--- config.mk ---
export PLATFORM = sky130hd
export DESIGN_NAME = locked_secded_pipe
export DESIGN_NICKNAME = d
export VERILOG_FILES = /design/src/rtl/ecc_lock_pkg.sv /design/src/rtl/secded_syndrome.sv /design/src/rtl/locked_secded_pipe.sv
export SDC_FILE = /design/constraint.sdc
export NUM_CORES = 1
export LEC_CHECK = 0
export ABC_AREA = 1
export ABC_CLOCK_PERIOD_IN_PS = 3200
export BUFFER_PORTS_ARGS = -buffer_cell sky130_fd_sc_hd__clkbuf_2
export CORE_UTILIZATION = 49
export DETAILED_ROUTE_END_ITERATION = 10
export PLACE_DENSITY = 0.76
export SLEW_MARGIN = 40
export SYNTH_ARGS = -nofsm -noshare
export SYNTH_HDL_FRONTEND = slang
export SYNTH_SLANG_ARGS = --single-unit
export TNS_END_PERCENT = 50
--- constraint.sdc ---
create_clock -name clk -period 3.2 [get_ports clk]
set_input_delay 0.64 -clock clk [delete_from_list [all_inputs] [get_ports clk]]
set_output_delay 0.64 -clock clk [all_outputs]
set_load 0.01 [all_outputs]
--- src/rtl/ecc_lock_pkg.sv ---
// Shared definitions for the key-locked SECDED pipeline: default geometry,
// data-bit to codeword-position mapping and syndrome classes.
package ecc_lock_pkg;

    localparam int          DEF_DATA_W      = 32;
    localparam int          DEF_CHK_W       = 7;
    localparam int          DEF_KEY_W       = 32;
    localparam logic [31:0] DEF_CORRECT_KEY = 32'hA5C3_0F96;

    typedef enum logic [1:0] {
        CLEAN  = 2'd0,
        SINGLE = 2'd1,
        DOUBLE = 2'd2
    } syn_class_e;

    // Data bit idx lands on the (idx+1)-th non-power-of-two position; every
    // power-of-two slot at or below the running position pushes it up by one.
    function automatic int data_pos(input int idx);
        int pos;
        pos = idx + 1;
        for (int j = 0; j < 8; j++) begin
            if (pos >= (1 << j)) begin
                pos = pos + 1;
            end
        end
        return pos;
    endfunction

endpackage

--- src/rtl/secded_syndrome.sv ---
// Combinational Hamming syndrome and overall parity of a received word.
module secded_syndrome
    import ecc_lock_pkg::*;
#(
    parameter int DATA_W = DEF_DATA_W,
    parameter int CHK_W  = DEF_CHK_W
) (
    input  logic [DATA_W-1:0] data_i,
    input  logic [CHK_W-1:0]  chk_i,
    output logic [CHK_W-2:0]  syn_o,
    output logic              par_o
);

    localparam int SW = CHK_W - 1;

    // The MSB of chk_i is the overall parity bit and has no codeword position.
    always_comb begin
        syn_o = '0;
        for (int i = 0; i < DATA_W; i++) begin
            if (data_i[i]) begin
                syn_o = syn_o ^ SW'(data_pos(i));
            end
        end
        for (int j = 0; j < SW; j++) begin
            if (chk_i[j]) begin
                syn_o = syn_o ^ SW'(1 << j);
            end
        end
        par_o = ^{data_i, chk_i};
    end

endmodule

--- src/rtl/locked_secded_pipe.sv ---
// Two-stage SECDED decoder whose corrected output is XOR-masked unless the
// serially loaded key matches CORRECT_KEY.
module locked_secded_pipe
    import ecc_lock_pkg::*;
#(
    parameter int               DATA_W      = DEF_DATA_W,
    parameter int               CHK_W       = DEF_CHK_W,
    parameter int               KEY_W       = DEF_KEY_W,
    parameter logic [KEY_W-1:0] CORRECT_KEY = KEY_W'(DEF_CORRECT_KEY)
) (
    input  logic              clk,
    input  logic              rst_n,
    input  logic              in_valid,
    output logic              in_ready,
    input  logic [DATA_W-1:0] in_data,
    input  logic [CHK_W-1:0]  in_chk,
    output logic              out_valid,
    input  logic              out_ready,
    output logic [DATA_W-1:0] out_data,
    output logic              out_err_single,
    output logic              out_err_double,
    input  logic              key_load,
    input  logic              key_bit,
    output logic              key_loaded
);

    localparam int SW     = CHK_W - 1;
    localparam int CW_LEN = DATA_W + CHK_W - 1;
    localparam int CNT_W  = $clog2(KEY_W + 1);

    logic              s1_vld_q, s1_vld_d;
    logic [DATA_W-1:0] s1_data_q, s1_data_d;
    logic [SW-1:0]     s1_syn_q, s1_syn_d;
    logic              s1_par_q, s1_par_d;
    logic              out_valid_q, out_valid_d;
    logic [DATA_W-1:0] out_data_q, out_data_d;
    logic              err_single_q, err_single_d;
    logic              err_double_q, err_double_d;
    logic [KEY_W-1:0]  key_q, key_d;
    logic [CNT_W-1:0]  cnt_q, cnt_d;

    logic [SW-1:0]     syn_w;
    logic              par_w;
    logic              s1_adv, s2_adv, accept;
    logic [DATA_W-1:0] corr_data, mask;
    logic [KEY_W-1:0]  key_x;
    syn_class_e        cls;

    secded_syndrome #(.DATA_W(DATA_W), .CHK_W(CHK_W)) u_syn (
        .data_i (in_data),
        .chk_i  (in_chk),
        .syn_o  (syn_w),
        .par_o  (par_w)
    );

    assign s2_adv   = !out_valid_q || out_ready;
    assign s1_adv   = !s1_vld_q || s2_adv;
    assign in_ready = !key_load && s1_adv;
    assign accept   = in_valid && in_ready;

    // Only a data position can match the syndrome, so check-bit, zero and
    // out-of-range syndromes leave the data untouched.
    always_comb begin
        corr_data = s1_data_q;
        for (int i = 0; i < DATA_W; i++) begin
            if (s1_par_q && (s1_syn_q == SW'(data_pos(i)))) begin
                corr_data[i] = ~s1_data_q[i];
            end
        end
        if (s1_syn_q == '0 && !s1_par_q) begin
            cls = CLEAN;
        end else if (s1_par_q && ((s1_syn_q & (s1_syn_q - SW'(1))) == '0)) begin
            cls = SINGLE;
        end else if (s1_par_q && (int'(s1_syn_q) <= CW_LEN)) begin
            cls = SINGLE;
        end else begin
            cls = DOUBLE;
        end
        key_x = key_q ^ CORRECT_KEY;
        for (int i = 0; i < DATA_W; i++) begin
            mask[i] = key_x[i % KEY_W];
        end
    end

    always_comb begin
        s1_vld_d     = s1_vld_q;
        s1_data_d    = s1_data_q;
        s1_syn_d     = s1_syn_q;
        s1_par_d     = s1_par_q;
        out_valid_d  = out_valid_q;
        out_data_d   = out_data_q;
        err_single_d = err_single_q;
        err_double_d = err_double_q;
        key_d        = key_q;
        cnt_d        = cnt_q;
        if (s1_adv) begin
            s1_vld_d = accept;
            if (accept) begin
                s1_data_d = in_data;
                s1_syn_d  = syn_w;
                s1_par_d  = par_w;
            end
        end
        if (s2_adv) begin
            out_valid_d = s1_vld_q;
            if (s1_vld_q) begin
                out_data_d   = corr_data ^ mask;
                err_single_d = (cls == SINGLE);
                err_double_d = (cls == DOUBLE);
            end
        end
        if (key_load) begin
            key_d = {key_q[KEY_W-2:0], key_bit};
            if (cnt_q != CNT_W'(KEY_W)) begin
                cnt_d = cnt_q + CNT_W'(1);
            end
        end
    end

    always_ff @(posedge clk or negedge rst_n) begin
        if (!rst_n) begin
            s1_vld_q     <= 1'b0;
            out_valid_q  <= 1'b0;
            out_data_q   <= '0;
            err_single_q <= 1'b0;
            err_double_q <= 1'b0;
            key_q        <= '0;
            cnt_q        <= '0;
        end else begin
            s1_vld_q     <= s1_vld_d;
            out_valid_q  <= out_valid_d;
            out_data_q   <= out_data_d;
            err_single_q <= err_single_d;
            err_double_q <= err_double_d;
            key_q        <= key_d;
            cnt_q        <= cnt_d;
        end
    end

    // Stage-1 payload is qualified by s1_vld_q and needs no reset.
    always_ff @(posedge clk) begin
        s1_data_q <= s1_data_d;
        s1_syn_q  <= s1_syn_d;
        s1_par_q  <= s1_par_d;
    end

    assign out_valid      = out_valid_q;
    assign out_data       = out_data_q;
    assign out_err_single = err_single_q;
    assign out_err_double = err_double_q;
    assign key_loaded     = (cnt_q == CNT_W'(KEY_W));

endmodule

==> impl_results.md, run 1 <==
* Status: finished clean
* Avg WL per Cell at 13.03 microns
* H-tree depth at 4
* Least-Margin Pin Slew at between 0.6 and 0.7 ns
* Pwr dens at 665.6 nW/um^2
* Critical Path Fanout Max at 4
* Main combinational cell family by area after synthesis: simple AND/OR/NAND/NOR gates
* Layout cells sized above 1 at 0.1552
* DR vias/cell at 4.805
* CTS Buf Count at 17
* Final Net Count at 878
* Clock skew at 0.009551 ns
* Cells after synthesis at 749
* Post-synthesis cell type count at 32
* EDFF count, synth at 39
* FF-to-FF setup slack at roughly 1.4 ns
* RSZ-0062 raised after global routing: no
* Post-synthesis async set-or-reset flop share at 0.6549
* Post-DP Area at 6907 sq um
* # Post-CTS Setup Buffers at 0
* Critical path class: reg -> out
* Detailed Route Iter0 Violations at ~220
* Yosys top cell area share at 0.2925
* Post-synthesis xor/xnor area fraction at 0.1834
* Final period util at 0.6560
* Area added between synthesis and finish at 18.58%
* Worst Setup Slack, final at approximately 1.1 ns
* Die footprint at 13380 sq um
* Ys flop type: dfrtp_1
* Gr ovfl total at 0
* Pre-Repair DR Iteration Count at 5
* Crit path DAT at 1.46 ns
* Synth area leaders: dfrtp_1 (29%), edfxtp_1 (18%), nand2_1 (16%), xor2_1 (11%), xnor2_1 (6.2%)
* Worst path cell trace: nand2_1, nor2_1, or2_2, inv_1, clkbuf_2
* Hold Violations, Final at 0
* Most common library cells after synthesis: nand2_1 (268), xor2_1 (82), inv_1 (77)
* Core Util, Final at 0.5949
* DIE WIDTH at between 100 and 150 microns
* CTS clk-pin slew, worst paths at 0.05 ns
* TritonCTS clock tree: yes
* Maxcap violations at 0
* Vias at 4882
* CP max stage delay at 0.37 ns
* Fmax at roughly 480 MHz
* # DRC at 0
* CP startpoint kind: flop
* Post-route setup TNS at 0 ns
* Io pins at 82
* Post-Synth Simple-Gate Area at 0.2093
* Root Buffer: clkbuf_16
* Skew-Pair Late Insertion Delay at 0.41 ns
* Mapped Nets at ~800
* Worst VDD drop at 0.0003618 V
* CTS Sinks at ~110
* Worst EP required at 2.56 ns
* Largest net degree at the start of global routing at 61
* Multiplexer share of the synthesized area at 0.01245
* R2R Path End: out_data[1]$_DFFE_PN0P_
* Post-CTS Resized at 0
* Post-synth top area cell: dfrtp_1
* Initial core utilization at 0.5017
* CP Capture Type: output port
* Pins over their slew limit at 0
* Routed WL at 13240 microns
* DP Worst Slack at 1.109 ns
* Final setup fails at 0
* Hold Path Class: in -> async
* Maximum root-to-sink buffer count at 2
* Compound-cell area share of the yosys netlist at 0.05198
* #FFs+latches synth at 113
* Slew Limit Headroom at 0.5566
* Total GRT Usage at 0.2188
* Die H at 115.7 microns
* Path depth of the worst reg2reg path at 6
* Syn. warnings at 0
* Cell with the most instances after synthesis: nand2_1
* Slowest-stage cell, CP: dfrtp_1
* Syn Area/Cell at 8.453 sq um
* First-pass GRT wire length at between 20000 and 25000 microns
* Post-synthesis sequential area ratio at 0.4775
* PortBufs at 81
* HPWL Detailed at approximately 10000 microns
* Mapped Area at roughly 6300 sq um
* Fin crit period at 2.099 ns
* Adder-cell area share of the yosys netlist at 0.003953
* Site Rows at 41
* Core region area at between 10000 and 15000 sq um
* Antenna Nets Post-Route at 0
* Gpl congestion at 0.9317
* Vias in the first global route at 4591
* Final instance area at 7507 sq um
* Pwr Total at 4996 uW
* Hold Buf Count CTS at 0
* Antenna violations before repair at 0
* Reg-to-Reg Start: s1_syn_q[4]$_DFFE_PP_
* ANT cells at 0
* LEAKAGE at 0.003660 uW
-- power breakdown --
part	total [uW]	switching [uW]	internal, uW	leakage (uW)
Sequential	1970	185	1780	0.00125
Combinational	1140	676	464	0.00212
Clock	1890	604	1280	0.000291
-- layer usage --
metal	vias up	routed length [microns]	GRT usage
li1	2492	-	-
met1	2216	6012	0.2767
met2	147	6110	0.3493
met3	27	749	0.06172
met4	0	370	0.1009
met5	-	0	0
-- placed cells by master, fill, tap and decap left out, types with 5 or more instances in the layout --
master,instances
dfrtp_1,74
clkbuf_2,80
clkbuf_16,17
clkinv_2,5
nand2_1,267
a21oi_1,15
edfxtp_1,39
o21ai_1,6
xnor2_1,45
nor2_1,36
nand3_1,14
xor2_1,82
o21ai_0,39
inv_1,77
mux2_2,7
-- layout make-up --
class / instances / area [sq um]
clock inverters: 13 / 167.7
clock buffers: 19 / 432.9
well taps: 172 / 215.2
fillers: 1122 / 5112
repair buffers: 85 / 450.4
multi-input cells: 537 / 2929
inverters: 77 / 289.0
flip-flops and latches: 113 / 3023
-- worst max-delay path: cells and delay by family, from the launching register on --
kind,cells,cell delay [ns]
and+or+nand+nor,3,0.50
DFF,1,0.37
buffers and inverters,2,0.19
-- flip-flops by register name (all words and copies together) (netlist names) --
signal and flops:
s1_data_q 32, s1_vld_q 1, out_valid 1, key_q 32, out_err_double 1, cnt_q 6
out_data 32, s1_par_q 1, out_err_single 1, s1_syn_q 6
-- cell families (layout without fill, tap and decap cells) --
logic type / after synthesis / in the layout
AOI/OAI and AO/OA: 64 / 64
xor gates and xnor gates: 130 / 130
adders and majority gates: 2 / 2
buffers and inverters: 99 / 194
DFF: 113 / 113
muxes: 7 / 7
and+or+nand+nor: 334 / 334
-- through the flow --
stage	cells	hold WS (ns)
after global routing	1016	0.2164
final	1016	0.1915
after CTS	1016	0.2000
after floorplan	749	0.3444
after detailed placement	984	0.4725
after global placement	984	0.4648
-- how the worst max path moves through the flow --
stage / depth (start not counted) / from / endpoint / slack, ns
final: 5 / out_valid$_DFFE_PN0P_ / in_ready / 1.10
after global routing: 5 / out_valid$_DFFE_PN0P_ / in_ready / 1.00
after CTS: 5 / out_valid$_DFFE_PN0P_ / in_ready / 1.09
after detailed placement: 6 / key_load / cnt_q[5]$_DFFE_PN0P_ / 1.11
after global placement: 7 / out_ready / s1_data_q[31]$_DFFE_PP_ / 1.12
after floorplan: 3 / key_load / s1_data_q[0]$_DFFE_PP_ / 0.04
No activity file was read; power rests on OpenSTA's default activity.
==> run 2: changes to the inputs <==
--- a/config.mk
+++ b/config.mk
@@ -6,7 +6,7 @@
 export NUM_CORES = 1
 export LEC_CHECK = 0
 export ABC_AREA = 1
-export ABC_CLOCK_PERIOD_IN_PS = 3200
+export ABC_CLOCK_PERIOD_IN_PS = 2000
 export BUFFER_PORTS_ARGS = -buffer_cell sky130_fd_sc_hd__clkbuf_2
 export CORE_UTILIZATION = 49
 export DETAILED_ROUTE_END_ITERATION = 10
==> constraint.sdc (replaced) <==
create_clock -name clk -period 2 [get_ports clk]
set_input_delay 0.4 -clock clk [delete_from_list [all_inputs] [get_ports clk]]
set_output_delay 0.4 -clock clk [all_outputs]
set_load 0.01 [all_outputs]
==> run 2 against run 1 <==
  * Count of clock-buffer cells in the layout fell by 1
  * Sequential power rose by 60%
  * First-iteration DRC count rose by 61%
  * Non-clock buffer count rose by 4
  * Highest routed layer unchanged
  * Die area did not move
  * Largest cell class unchanged
  * Utilization rose by 0.31 points
==> impl_results.md, run 2 (synthesis results as in run 1) <==
* Initial core utilization at 0.5017
* # Post-CTS Setup Buffers at 0
* CP Capture Type: output port
* Gpl congestion at 0.9074
* Combinational share of power at 0.228
* H-tree depth at 4
* Register area at 3023 sq um
* LEAKAGE at 0.003680 uW
* DR vias/cell at 4.794
* Crit path launch: out_valid$_DFFE_PN0P_
* Gr ovfl total at 0
* Final instance count without filler cells at 1020
* Vias in the first global route at 4719
* RSZ-0062 raised after global routing: no
* Slew Limit Headroom at 0.6553
* Sw power at 2402 uW
* Skew-Pair Late Insertion Delay at 0.40 ns
* Critical path class: reg -> out
* Power share of the clock group at 0.381
* Hold Buf Count CTS at 0
* Avg WL per Cell at 13.46 microns
* Fmax at 541.8 MHz
* Least-Margin Pin Slew at between 0.5 and 0.6 ns
* Post-CTS Resized at 0
* Pins over their slew limit at 0
* Largest net degree at the start of global routing at 75
* TritonCTS clock tree: yes
* Crit path DAT at about 1.5 ns
* CTS Buf Count at 17
* Final Net Count at 882
* Total GRT Usage at 0.2244
* HPWL Detailed at 10480 microns
* Antenna Nets Post-Route at 0
* Critical Path Fanout Max at 4
* Root Buffer: clkbuf_16
* Reg-to-Reg Start: cnt_q[0]$_DFFE_PN0P_
* Hold Violations, Final at 0
* Fin crit period at 1.846 ns
* DIE WIDTH at 115.7 microns
* CTS Sinks at about 110
* # DRC at 0
* Internal Pwr Total at roughly 5700 uW
* PortBufs at 81
* Seq pwr share at 0.391
* Pre-Repair DR Iteration Count at 6
* Commonest cells after routing, fill and taps aside: nand2_1 (267), xor2_1 (82), clkbuf_2 (80)
* Die H at about 120 microns
* Commonest non-fill, non-tap cell in the layout: nand2_1
* CTS clk-pin slew, worst paths at 0.05 ns
* Area added between synthesis and finish at 19.19%
* Antenna violations before repair at 0
* CP startpoint kind: flop
* Maximum root-to-sink buffer count at 2
* First-pass GRT wire length at 22580 microns
* Status: finished clean
* Detailed Route Iter0 Violations at between 300 and 400
* ANT cells at 0
* Sw frac at 0.2981
* Post-route setup TNS at 0 ns
* Worst EP required at 1.60 ns
* Hold Path Class: in -> async
* Final period util at 0.9229
* Footprint of the multi-input gates at 2929 sq um
* Site Rows at about 40
* Die footprint at 13380 sq um
* Core region area at 12620 sq um
* Vias at 4890
* Worst VDD drop at between 0.0005 and 0.0006 V
* Final setup fails at 0
* Filler Cell Count at around 1100
* Clock skew at about 0.0064 ns
* Pwr dens at 1068 nW/um^2
* Placed insts at 988
* Layout cells sized above 1 at 0.1580
* Io pins at 82
* Routed WL at approximately 14000 microns
* Maxcap violations at 0
-- run 2: changes by cell type in the layout (fill, tap and decap cells not counted), sizes merged --
| cell | delta |
|---|---|
| buf | +4 |
| clkinv | +1 |
| clkbuf | -1 |
-- run 2: metrics by stage --
step,power [uW],hold slack (ns),area (sq um),utilization,setup WS [ns]
after floorplan,4382,0.1044,6339,-,0.1481
after CTS,8100,0.03735,7546,0.5980,0.1375
after global routing,8519,0.04908,7546,0.5980,0.04818
after detailed placement,5027,0.4670,6947,0.5505,0.1803
final,8060,0.04070,7546,0.5980,0.1541
after global placement,4957,0.4564,6947,0.5505,0.2265
-- run 2: path summary, 6_finish.rpt --
path,endpoint,cells past startpoint,slack [ns]
worst max-delay path,in_ready,5,0.15
worst min-delay path,key_q[21]$_DFFE_PN0P_,2,0.04
worst max register to register,cnt_q[5]$_DFFE_PN0P_,7,0.45
worst min register to register,out_data[12]$_DFFE_PN0P_,2,0.48
max in group asynchronous,out_data[9]$_DFFE_PN0P_,2,1.66
min in group clk,s1_data_q[27]$_DFFE_PP_,1,0.21
-- run 2: cell type report --
class	instances	share of cell area
repair buffers	89	0.06500
clock buffers	18	0.05687
multi-input cells	537	0.3882
clock inverters	14	0.02255
inverters	77	0.03830
flip-flops and latches	113	0.4006
well taps	172	0.02852
-- run 2: worst max-delay path, stage by stage (launching register included) --
cell and delay [ns]:
dfrtp_1 0.37, nand2_1 0.15, nor2_1 0.05, or2_2 0.31
inv_1 0.06, clkbuf_2 0.12
-- run 2: routing by layer --
| layer | track usage | wire length (microns) | vias to the layer above |
|---|---|---|---|
| li1 | - | - | 2493 |
| met1 | 0.2897 | 6414 | 2238 |
| met2 | 0.3637 | 6363 | 138 |
| met3 | 0.05126 | 588 | 21 |
| met4 | 0.09744 | 367 | 0 |
| met5 | 0 | 0 | - |
-- run 2: power by group through the flow --
| stage | Sequential, uW | Combinational (uW) | Clock (uW) |
|---|---|---|---|
| after global placement | 3170 | 1780 | 0 |
| final | 3150 | 1840 | 3070 |
| after floorplan | 3220 | 1160 | 0 |
| after global routing | 3200 | 2100 | 3220 |
| after CTS | 3150 | 1860 | 3090 |
| after detailed placement | 3180 | 1840 | 0 |
==> run 3: changes to the inputs <==
--- a/config.mk
+++ b/config.mk
@@ -6,8 +6,8 @@
 export NUM_CORES = 1
 export LEC_CHECK = 0
 export ABC_AREA = 1
-export ABC_CLOCK_PERIOD_IN_PS = 2000
-export BUFFER_PORTS_ARGS = -buffer_cell sky130_fd_sc_hd__clkbuf_2
+export ABC_CLOCK_PERIOD_IN_PS = 1900
+export BUFFER_PORTS_ARGS = -buffer_cell sky130_fd_sc_hd__buf_2
 export CORE_UTILIZATION = 49
 export DETAILED_ROUTE_END_ITERATION = 10
 export PLACE_DENSITY = 0.76
==> constraint.sdc (replaced) <==
create_clock -name clk -period 1.9 [get_ports clk]
set_input_delay 0.38 -clock clk [delete_from_list [all_inputs] [get_ports clk]]
set_output_delay 0.38 -clock clk [all_outputs]
set_load 0.01 [all_outputs]
==> run 3 against run 2 <==
  * Combinational power rose by 6%
  * Sequential cell count is the same
  * Global-route usage is 0.43 points lower
  * Largest power group unchanged
  * Wire length fell by 0.85%
  * Clock skew is essentially flat
  * Critical path depth unchanged
  * Via count down 0.94%
==> impl_results.md, run 3 (synthesis results as in run 1) <==
* Worst VDD drop at 0.0006848 V
* Layout cells sized above 1 at 0.1639
* Crit path DAT at 1.44 ns
* DIE WIDTH at 115.7 microns
* Gr ovfl total at 0
* Site Rows at 41
* LEAKAGE at 0.003677 uW
* Total GRT Usage at 0.2202
* Critical Path Fanout Max at 3
* Slew Limit Headroom at 0.6501
* Pins over their slew limit at 0
* Fmax at 548.3 MHz
* Antenna Nets Post-Route at 0
* Worst path bufs/invs at 3
* Die footprint at 13380 sq um
* CTS Sinks at 113
* Final instance area at 7576 sq um
* Die H at 115.7 microns
* DR vias/cell at about 4.7
* Skew-Pair Late Insertion Delay at 0.41 ns
* H-tree depth at 4
* Initial core utilization at 0.5017
* # DRC at 0
* Worst EP required at ~1.5 ns
* Critical path class: reg -> out
* CP max stage delay at 0.38 ns
* Io pins at 82
* Cell mode on critical path: inv_1
* CP Capture Type: output port
* Antenna violations before repair at 0
* Vias at slightly below 5000
* Fin crit period at 1.824 ns
* Status: finished clean
* Commonest cells after routing, fill and taps aside: nand2_1 (266), xor2_1 (82), buf_2 (81)
* Maxcap violations at 0
* TritonCTS clock tree: yes
* HPWL Detailed at a little over 10000 microns
* Detailed Route Iter0 Violations at 382
* Gpl congestion at 0.9198
* Hold Violations, Final at 0
* RSZ-0062 raised after global routing: no
* Vias in the first global route at 4625
* Final setup fails at 0
* Pre-Repair DR Iteration Count at 5
* Avg WL per Cell at 13.35 microns
* Worst path cell trace: inv_1, nor2_1, or2_2, inv_1, buf_2
* CTS clk-pin slew, worst paths at 0.05 ns
* Routed WL at 13620 microns
* Maximum root-to-sink buffer count at 2
* Final Net Count at 882
* Root Buffer: clkbuf_16
* Final period util at 0.9599
* ANT cells at 0
* CP delay by family, top: flip-flops
* Area added between synthesis and finish at 19.66%
* First-pass GRT wire length at 22200 microns
* Post-route setup TNS at 0 ns
* Core region area at 12620 sq um
* Core Util, Final at 0.6003
* Commonest non-fill, non-tap cell in the layout: nand2_1
* Hold Path Class: in -> reg
* Largest net degree at the start of global routing at 75
* CP startpoint kind: flop
* # Post-CTS Setup Buffers at 0
* Pwr dens at between 1000 and 1500 nW/um^2
* CTS Buf Count at 17
* Slowest-stage cell, CP: dfrtp_1
* PortBufs at 81
* Least-Margin Pin Slew at 0.5248 ns
* Post-DP Area at between 6000 and 7000 sq um
* Clock skew at 0.006784 ns
## run 3: power breakdown
group	total [uW]	switching, uW	internal, uW
logic	1950	1150	801
clock network	3230	1160	2070
registers	3300	300	3000
## run 3: layout make-up
type	instances	area, sq um
multi-input combinational	537	2932
tap	172	215.2
inverter	77	289.0
fill	1088	5044
clock buffer	17	425.4
clock inverter	15	186.4
sequential	113	3023
timing repair buffer	89	505.5
## run 3: per-stage QoR
stage          power (uW)  setup WS (ns)  hold slack (ns)  instances
2_1_floorplan        4612        0.05188          0.08441        749
5_1_grt              8949        0.01831           0.1747       1020
4_1_cts              8531        0.03122           0.1690       1020
3_3_place_gp         5211         0.1809           0.4384        987
6_report             8476        0.07621           0.1825       1020
3_5_place_dp         5267         0.1476           0.4387        987
## run 3: path summary, 6_finish.rpt
kind                                     startpoint                       end  slack, ns  cells after the start
min                                     in_data[27]   s1_data_q[27]$_DFFE_PP_       0.18                      1
max                            s1_vld_q$_DFFE_PN0N_                  in_ready       0.08                      5
max in group asynchronous                     rst_n     key_q[30]$_DFFE_PN0P_       1.05                      3
max reg2reg                   s1_syn_q[0]$_DFFE_PP_  out_data[16]$_DFFE_PN0P_       0.32                      5
min reg2reg                out_data[20]$_DFFE_PN0P_  out_data[20]$_DFFE_PN0P_       0.48                      2
min in group asynchronous                     rst_n      key_q[0]$_DFFE_PN0P_       0.52                      3
## run 3: routing by layer
metal,wire length (microns),track usage,share of wire,vias to the layer above
li1,-,-,-,2496
met5,0,0,0,-
met2,6434,0.3669,0.47,122
met1,6368,0.2844,0.47,2208
met3,546,0.04498,0.040,18
met4,267,0.08205,0.020,0
## run 3: timing repair
item                                    CTS  global route
hold buffers                              1             0
resized for setup                         0             1
hold endpoints to repair                  2             0
endpoints found under the setup margin    0             1
